--- src/rtl/interlock_pkg.sv ---
// Shared definitions for the bathysphere airlock: state codes shown on the
// HEX display and the direction constants used by the sequencer.
package interlock_pkg;

    // 4-bit state codes; IDLE and FAULT are pinned so the display is readable.
    typedef enum logic [3:0] {
        ST_IDLE        = 4'd0,
        ST_FILL        = 4'd1,
        ST_OPEN_OUTER  = 4'd2,
        ST_CLOSE_OUTER = 4'd3,
        ST_EMPTY       = 4'd4,
        ST_OPEN_INNER  = 4'd5,
        ST_CLOSE_INNER = 4'd6,
        ST_FAULT       = 4'd15
    } state_e;

    localparam logic DIR_ARRIVE = 1'b0;
    localparam logic DIR_DEPART = 1'b1;

endpackage

--- src/rtl/wait_timer.sv ---
// Saturating cycle counter with synchronous clear. done is high while the
// count has reached the terminal count, so a caller passing N-1 sees done
// in the N-th enabled cycle after a clear.
module wait_timer #(
    parameter int WIDTH = 8
) (
    input  logic             clk,
    input  logic             reset,
    input  logic             clear,
    input  logic             enable,
    input  logic [WIDTH-1:0] terminal_count,
    output logic             done
);

    logic [WIDTH-1:0] count_q;
    logic [WIDTH-1:0] count_d;

    // Next count: clear wins, otherwise count up and stick at all-ones.
    always_comb begin
        count_d = count_q;
        if (clear) begin
            count_d = '0;
        end else if (enable && (count_q != {WIDTH{1'b1}})) begin
            count_d = count_q + WIDTH'(1);
        end
    end

    // Count register.
    always_ff @(posedge clk) begin
        if (reset) begin
            count_q <= '0;
        end else begin
            count_q <= count_d;
        end
    end

    assign done = enable && (count_q >= terminal_count);

endmodule

--- src/rtl/interlock_sequencer.sv ---
// Airlock sequencer: walks the chamber through fill/empty and gate
// open/close steps to move the bathysphere between sea and station.
// Every output is a flop loaded from the next state, so outputs always
// match the state the block is in during that cycle.
module interlock_sequencer
    import interlock_pkg::*;
#(
    parameter int TIMEOUT_CYCLES = 200,
    parameter int SETTLE_CYCLES  = 4
) (
    input  logic       clk,
    input  logic       reset,
    input  logic       arrive_req,
    input  logic       depart_req,
    input  logic       chamber_full,
    input  logic       bath_in_chamber,
    output logic       fill_cmd,
    output logic       empty_cmd,
    output logic       outer_open,
    output logic       inner_open,
    output logic       busy,
    output logic       done,
    output logic       fault,
    output logic [3:0] state_code
);

    localparam int CNT_W = $clog2(TIMEOUT_CYCLES + 1);
    localparam logic [CNT_W-1:0] TIMEOUT_TC = CNT_W'(TIMEOUT_CYCLES - 1);
    localparam logic [CNT_W-1:0] SETTLE_TC  = CNT_W'(SETTLE_CYCLES - 1);

    state_e     state_q, state_d;
    logic       dir_q, dir_d;

    logic       fill_cmd_q, fill_cmd_d;
    logic       empty_cmd_q, empty_cmd_d;
    logic       outer_open_q, outer_open_d;
    logic       inner_open_q, inner_open_d;
    logic       busy_q, busy_d;
    logic       done_q, done_d;
    logic       fault_q, fault_d;
    logic [3:0] state_code_q, state_code_d;

    logic             timer_clear;
    logic             timer_enable;
    logic [CNT_W-1:0] timer_tc;
    logic             timer_done;

    // Closing states time the settle period; waiting states time the response limit.
    always_comb begin
        timer_clear  = (state_d != state_q);
        timer_enable = (state_q != ST_IDLE) && (state_q != ST_FAULT);
        timer_tc     = ((state_q == ST_CLOSE_OUTER) || (state_q == ST_CLOSE_INNER))
                       ? SETTLE_TC : TIMEOUT_TC;
    end

    wait_timer #(
        .WIDTH (CNT_W)
    ) u_wait_timer (
        .clk            (clk),
        .reset          (reset),
        .clear          (timer_clear),
        .enable         (timer_enable),
        .terminal_count (timer_tc),
        .done           (timer_done)
    );

    // State, direction and registered outputs.
    always_ff @(posedge clk) begin
        if (reset) begin
            state_q      <= ST_IDLE;
            dir_q        <= DIR_ARRIVE;
            fill_cmd_q   <= 1'b0;
            empty_cmd_q  <= 1'b0;
            outer_open_q <= 1'b0;
            inner_open_q <= 1'b0;
            busy_q       <= 1'b0;
            done_q       <= 1'b0;
            fault_q      <= 1'b0;
            state_code_q <= ST_IDLE;
        end else begin
            state_q      <= state_d;
            dir_q        <= dir_d;
            fill_cmd_q   <= fill_cmd_d;
            empty_cmd_q  <= empty_cmd_d;
            outer_open_q <= outer_open_d;
            inner_open_q <= inner_open_d;
            busy_q       <= busy_d;
            done_q       <= done_d;
            fault_q      <= fault_d;
            state_code_q <= state_code_d;
        end
    end

    // Next state: a gate-open state faults if the water level moves under it.
    always_comb begin
        state_d = state_q;
        dir_d   = dir_q;
        case (state_q)
            ST_IDLE: begin
                if (arrive_req) begin
                    dir_d   = DIR_ARRIVE;
                    state_d = chamber_full ? ST_OPEN_OUTER : ST_FILL;
                end else if (depart_req) begin
                    dir_d   = DIR_DEPART;
                    state_d = chamber_full ? ST_EMPTY : ST_OPEN_INNER;
                end
            end
            ST_FILL: begin
                if (chamber_full)    state_d = ST_OPEN_OUTER;
                else if (timer_done) state_d = ST_FAULT;
            end
            ST_EMPTY: begin
                if (!chamber_full)   state_d = ST_OPEN_INNER;
                else if (timer_done) state_d = ST_FAULT;
            end
            ST_OPEN_OUTER: begin
                if (!chamber_full)                                     state_d = ST_FAULT;
                else if (bath_in_chamber == (dir_q == DIR_ARRIVE))     state_d = ST_CLOSE_OUTER;
                else if (timer_done)                                   state_d = ST_FAULT;
            end
            ST_OPEN_INNER: begin
                if (chamber_full)                                      state_d = ST_FAULT;
                else if (bath_in_chamber == (dir_q == DIR_DEPART))     state_d = ST_CLOSE_INNER;
                else if (timer_done)                                   state_d = ST_FAULT;
            end
            ST_CLOSE_OUTER: begin
                if (timer_done) state_d = (dir_q == DIR_ARRIVE) ? ST_EMPTY : ST_IDLE;
            end
            ST_CLOSE_INNER: begin
                if (timer_done) state_d = (dir_q == DIR_ARRIVE) ? ST_IDLE : ST_FILL;
            end
            ST_FAULT: state_d = ST_FAULT;
            default:  state_d = ST_FAULT;
        endcase
    end

    // Output values for the coming cycle, derived from the state being entered.
    always_comb begin
        fill_cmd_d   = (state_d == ST_FILL)  && (state_q != ST_FILL);
        empty_cmd_d  = (state_d == ST_EMPTY) && (state_q != ST_EMPTY);
        outer_open_d = (state_d == ST_OPEN_OUTER);
        inner_open_d = (state_d == ST_OPEN_INNER);
        busy_d       = (state_d != ST_IDLE) && (state_d != ST_FAULT);
        done_d       = ((state_q == ST_CLOSE_OUTER) || (state_q == ST_CLOSE_INNER))
                       && (state_d == ST_IDLE);
        fault_d      = (state_d == ST_FAULT);
        state_code_d = state_d;
    end

    assign fill_cmd   = fill_cmd_q;
    assign empty_cmd  = empty_cmd_q;
    assign outer_open = outer_open_q;
    assign inner_open = inner_open_q;
    assign busy       = busy_q;
    assign done       = done_q;
    assign fault      = fault_q;
    assign state_code = state_code_q;

endmodule

--- config.mk ---
export PLATFORM = sky130hd
export DESIGN_NAME = interlock_sequencer
export DESIGN_NICKNAME = d
export VERILOG_FILES = /design/src/rtl/interlock_pkg.sv /design/src/rtl/wait_timer.sv /design/src/rtl/interlock_sequencer.sv
export SDC_FILE = /design/constraint.sdc
export NUM_CORES = 1
export LEC_CHECK = 0
export ABC_AREA = 1
export ABC_CLOCK_PERIOD_IN_PS = 2250
export CAP_MARGIN = 10
export CORE_UTILIZATION = 36
export CTS_CLUSTER_SIZE = 14
export DETAILED_ROUTE_END_ITERATION = 6
export GPL_TIMING_DRIVEN = 0
export SETUP_SLACK_MARGIN = 0.3
export SYNTH_ARGS = -nofsm -noshare
export SYNTH_HDL_FRONTEND = slang
export SYNTH_SLANG_ARGS = --single-unit
--- constraint.sdc ---
create_clock -name clk -period 2.25 [get_ports clk]
set_input_delay 0.45 -clock clk [delete_from_list [all_inputs] [get_ports clk]]
set_output_delay 0.45 -clock clk [all_outputs]
set_load 0.02 [all_outputs]
# Word level (Yosys, flattened, before mapping)
# Index checks and enable logic that the tools add are counted.
[op_classes]
n_mux = 19
eq_ne = 19
add_sub_neg = 1
div_mod_pow = 0
n_shift = 0
order_cmp = 1
n_reduce_logical = 15
bitwise_logic = 1
n_mul = 0
[ops]
columns = ["op", "n"]
rows = [
  ["2-to-1 mux 4 bit", 11],
  ["case mux 4 bit (7 select lines)", 1],
  ["equality test 4 x 3 -> 1 bit, second input constant", 5],
  ["equality test 4 x 2 -> 1 bit, second input constant", 3],
  ["adder 8 x 1 -> 8 bit, second input constant", 1],
  ["equality test 4 x 1 -> 1 bit, second input constant", 2],
  ["greater-or-equal comparator 8 bit", 1],
  ["zero test 4 bit", 2],
  ["2-to-1 mux 8 bit", 1],
  ["inequality test 4 bit, second input constant", 2],
  ["inequality test 8 bit, second input constant", 1],
  ["nonzero test 4 bit", 2],
  ["logical AND 1 bit", 7],
  ["equality test 4 bit, second input constant", 1],
  ["2-to-1 mux 1 bit", 4],
  ["inequality test 4 x 1 -> 1 bit, second input constant", 1],
  ["inequality test 4 x 3 -> 1 bit, second input constant", 1],
  ["inequality test 4 bit", 1],
  ["2-to-1 mux 3 bit", 1],
  ["equality test 1 bit", 2],
  ["2-to-1 mux 2 bit", 1],
  ["AND reduction 2 bit", 1],
  ["nonzero test 2 bit", 1],
  ["OR reduction 2 bit", 1],
  ["2 further kinds", 2],
]
[word_totals]
elab_cells = 66
latchBits = 0
rom_bits = 0
register_bits = 20
input_bits = 6
memories = 0
ram_bits = 0
output_inout_bits = 11

# Depth between registers and ports, before layout
[logic_depth]
depth_word = 11
ltp_mapped = 18
mapped_depth_nobuf = 18

# Hierarchy
# A second synthesis with hierarchy kept.
[unflattened]
hier_cells = 262
hier_area_um2 = 1611.5
[by_module_without_submodules]
columns = ["module", "seq_area_each_um2", "area_each_um2", "instances", "cells_each"]
rows = [
  ["interlock_sequencer", 240.2, 935.9, 1, 165],
  ["wait_timer", 160.2, 675.6, 1, 97],
]

# Worst setup path before layout
# No wires, ideal clock.
[synth_path]
path_type = "register -> register"
start = "reg state_code[2] (netlist name)"
end = "reg u_wait_timer.count_q[6]"
synth_period_minus_slack_ns = 2.402
t_arrival_ns = 2.283
path_buffers = 0
path_slack_ns = -0.152
stages_incl_launch_ff = 18
setup_time_ns = 0.119
t_required_ns = 2.131
path_cell_list = "dfxtp_1 -> inv_2 -> nor2_4 -> nand3_1 -> nand2_1 -> ha_1 -> nand2_1 -> nor2_1 -> nor2_1 -> nand2_1 -> nand2_4 -> nand2_1 -> nand2_1 -> nand2_1 -> nor2_1 -> nand2_1 -> nand3_4 -> nor3_2"
[synth_rtl]
columns = ["element", "line", "rtl"]
rows = [
  ["to (signal assigned)", "wait_timer.sv:33", "count_q <= count_d;"],
  ["to (decl)", "wait_timer.sv:15", "logic [WIDTH-1:0] count_q;"],
]

==> results.py <==
metrics = {
    "drt": {
        "ant_nets": 0,
        "vias_per_cell": 4.889,
        "wl_per_cell_um": 11.29,
        "firstDrtPassIters": 4,
        "totalWireLength_mm": 3.352,
        "initialDrtViolationCount": 90,
        "drcViolationCount": 0,
        "vias": 1452,
    },
    "finish": {
        "fin_nets": 260,
        "nFillCells": 380,
        "most-common-layout-cells": "57 x nand2_1, 26 x inv_1, 21 x nor2_1",
        "final_common_cell": "nand2_1",
        "antenna_cells": 0,
        "final_util_pct": 51.70,
        "areaGrowthSynthToFinish_pct": 37.05,
        "drive_gt1_share_pct": 27.31,
    },
    "pwr": {
        "power_density_nw_per_um2": 1398,
        "p_leak_nw": 0.8987,
        "ir_worst_vdd_v": 0.0006084,
    },
    "timing": {
        "slew-limit-headroom_pct": 79.18,
        "setup_ws_ns": 0.01599,
        "finalCriticalPeriod_ns": 2.234,
        "report.final.slew_viol_count": 0,
        "setup-violations-final": 0,
        "tightest_slew_ns": 0.3113,
        "rsz0062_at_grt": "yes",
        "fin_skew_ns": 0.002254,
        "fmax_mhz": 447.6,
        "hold_viol_final": 0,
        "finalCritPeriodShare_pct": 99.29,
    },
    "critical_path": {
        "cp_max_fo": 8,
        "arrival_ns": 2.43,
        "worstSetupPathType": "register to register",
        "r2r-start": "state_code[2]$_SDFF_PP0_",
        "crit_path_start_kind": "register",
        "reg2reg_to": "u_wait_timer.count_q[4]$_SDFFE_PP0P_",
        "r2r_slack_ns": 0.02,
        "rr_worst_depth": 17,
        "required_ns": 2.44,
        "end_kind": "register",
    },
    "global_route": {
        "antenna_found_initial": 0,
        "grt_pass1_wl_mm": 5.885,
        "grt_max_degree": 13,
        "first_global_vias": 1456,
        "grt_overflow": 0,
        "grt_usage_pct": 18.14,
    },
    "place": {
        "place_hpwl_mm": 2.417,
        "io_buffer_count": 16,
        "place_ws_ns": -0.08546,
        "gp_congestion": 0.8749,
    },
    "synthesis": {
        "netlist_instances": 215,
        "ys_warn_count": 0,
        "synth_cell_type_count": 24,
        "synth-seq-area-share_pct": 28.78,
        "syn_area_um2": 1391,
        "avgSynthCellArea_um2": 6.471,
        "synth_nets": 225,
        "ys_ff_latch": 20,
    },
    "die": {
        "die_area_um2": 4117,
        "rows": 22,
        "fp.dieW_um": 64.17,
        "start_util_pct": 37.72,
        "ioPinCount": 17,
        "dieHeight_um": 64.17,
        "coreArea_um2": 3689,
    },
    "clock_tree": {
        "cts_tree": "yes",
        "cts-buffers-inserted": 3,
        "clock_sinks": 20,
        "clk_pin_slew_ns": 0.08,
        "cts-root-buf": "clkbuf_8",
        "h-tree-depth": 1,
        "clk_latency_ns": 0.26,
        "clock_path_buffers": 2,
    },
    "outcome": {
        "status": "complete, no violations",
    },
    "min_path": {
        "min_path_cells": 4,
        "hold_start": "u_wait_timer.count_q[1]$_SDFFE_PP0P_",
        "holdPathEnd": "u_wait_timer.count_q[1]$_SDFFE_PP0P_",
        "hold_path.class": "register to register",
    },
    "flow_run": {
        "maxCapViolCount": 0,
    },
}
[cells by family after synthesis]
| logic type | after synthesis | synth area share, % |
|---|---|---|
| AOI/OAI and AO/OA | 7 | 2.877 |
| xor gates and xnor gates | 7 | 4.407 |
| and+or+nand+nor | 142 | 50.36 |
| buffers and inverters | 35 | 9.982 |
| DFF | 20 | 28.78 |
| adders and majority gates | 4 | 3.597 |
[cell usage after synthesis]
master    count  share of area, %
a21oi_1       3               1.1
buf_6         1              0.81
clkinv_1      1              0.27
dfxtp_1      20                29
ha_1          4               3.6
inv_1        27               7.3
inv_2         6               1.6
nand2_1      70                19
nand2_2       1              0.45
nand2_4       1              0.81
nand3_1      22               7.9
nand3_4       1               1.3
nand4_1       8               3.6
nand4_4       1               1.5
nor2_1       22               5.9
nor2_2        3               1.3
nor2_4        2               1.6
nor3_1        1              0.36
nor3_2        8               5.8
nor4_1        2              0.90
o211a_1       1              0.72
o21ai_0       1              0.36
o21ai_1       2              0.72
xor2_1        7               4.4
[area by class of cell]
type	count	area, µm²	area share (%)
repair buffers	30	265.3	13.91
inverters	34	133.9	7.021
clock inverters	1	30.03	1.575
clock buffers	3	41.29	2.165
well taps	48	60.06	3.150
multi-input cells	160	952.2	49.93
plain buffers	1	11.26	0.5906
flip-flops and latches	20	412.9	21.65
[where the power goes]
| group | leakage [nW] | switching [mW] | internal [mW] | total (mW) |
|---|---|---|---|---|
| logic | 0.698 | 1.11 | 0.661 | 1.77 |
| clock network | 0.0357 | 0.125 | 0.237 | 0.363 |
| registers | 0.165 | 0.0745 | 0.455 | 0.529 |
[how the worst max path moves through the flow]
stage                                   startpoint                              endpoint  slack (ns)  cells after the start
after floorplan           state_code[2]$_SDFF_PP0_  u_wait_timer.count_q[0]$_SDFFE_PP0P_        0.17                     18
after global placement    state_code[2]$_SDFF_PP0_  u_wait_timer.count_q[6]$_SDFFE_PP0P_       -0.10                     18
after detailed placement  state_code[2]$_SDFF_PP0_  u_wait_timer.count_q[0]$_SDFFE_PP0P_       -0.09                     18
after CTS                 state_code[2]$_SDFF_PP0_  u_wait_timer.count_q[7]$_SDFFE_PP0P_      -0.007                     16
after global routing      state_code[2]$_SDFF_PP0_  u_wait_timer.count_q[0]$_SDFFE_PP0P_       -0.18                     16
final                     state_code[2]$_SDFF_PP0_  u_wait_timer.count_q[4]$_SDFFE_PP0P_        0.02                     17
[through the flow]
stage	total power [mW]	TNS (ns)	instances	hold WS, ns	area, µm²
CTS	2.583	-0.01770	294	0.5818	1854
global placement	2.039	-0.7008	279	0.5593	1678
finish	2.665	0	297	0.5714	1907
detailed placement	2.031	-0.6258	279	0.5645	1678
floorplan	1.656	0	215	0.4951	1458
global route	2.879	-1.570	297	0.6041	1907
[state kept, by name, indices dropped and copies added (netlist names)]
register and flops:
busy 1, dir_q 1, done 1, empty_cmd 1, fault 1, fill_cmd 1, inner_open 1, outer_open 1
state_code 4, u_wait_timer.count_q 8
[critical path: stages (launching register included)]
cell and delay, ns:
dfxtp_4 0.40, inv_4 0.05, nor2_4 0.11, nand3_4 0.09, nand2_4 0.12, ha_4 0.21, nand2_1 0.05, nand2_1 0.04
nor2_1 0.12, nand2_2 0.11, nand2_4 0.12, buf_4 0.12, nand2_1 0.05, nand2_1 0.08, nor2_2 0.06, nand2_1 0.09
nand3_4 0.15, nor3_2 0.19
[what timing repair did]
| item | 4_1_cts | 5_1_grt |
|---|---|---|
| resized for setup | 8 | 8 |
| setup buffers | 11 | 3 |
| pin swaps | 15 | 13 |
| endpoints found under the setup margin | 17 | 19 |
| hold buffers | 0 | 0 |
[metal layers]
metal	vias to the layer above	routed length [µm]	global-route usage, %
met3	8	148	3.929
met1	656	1504	20.67
met2	41	1625	32.85
met4	0	74	6.667
li1	747	-	-
met5	-	0	0
Power figures use the tool's default switching activity.
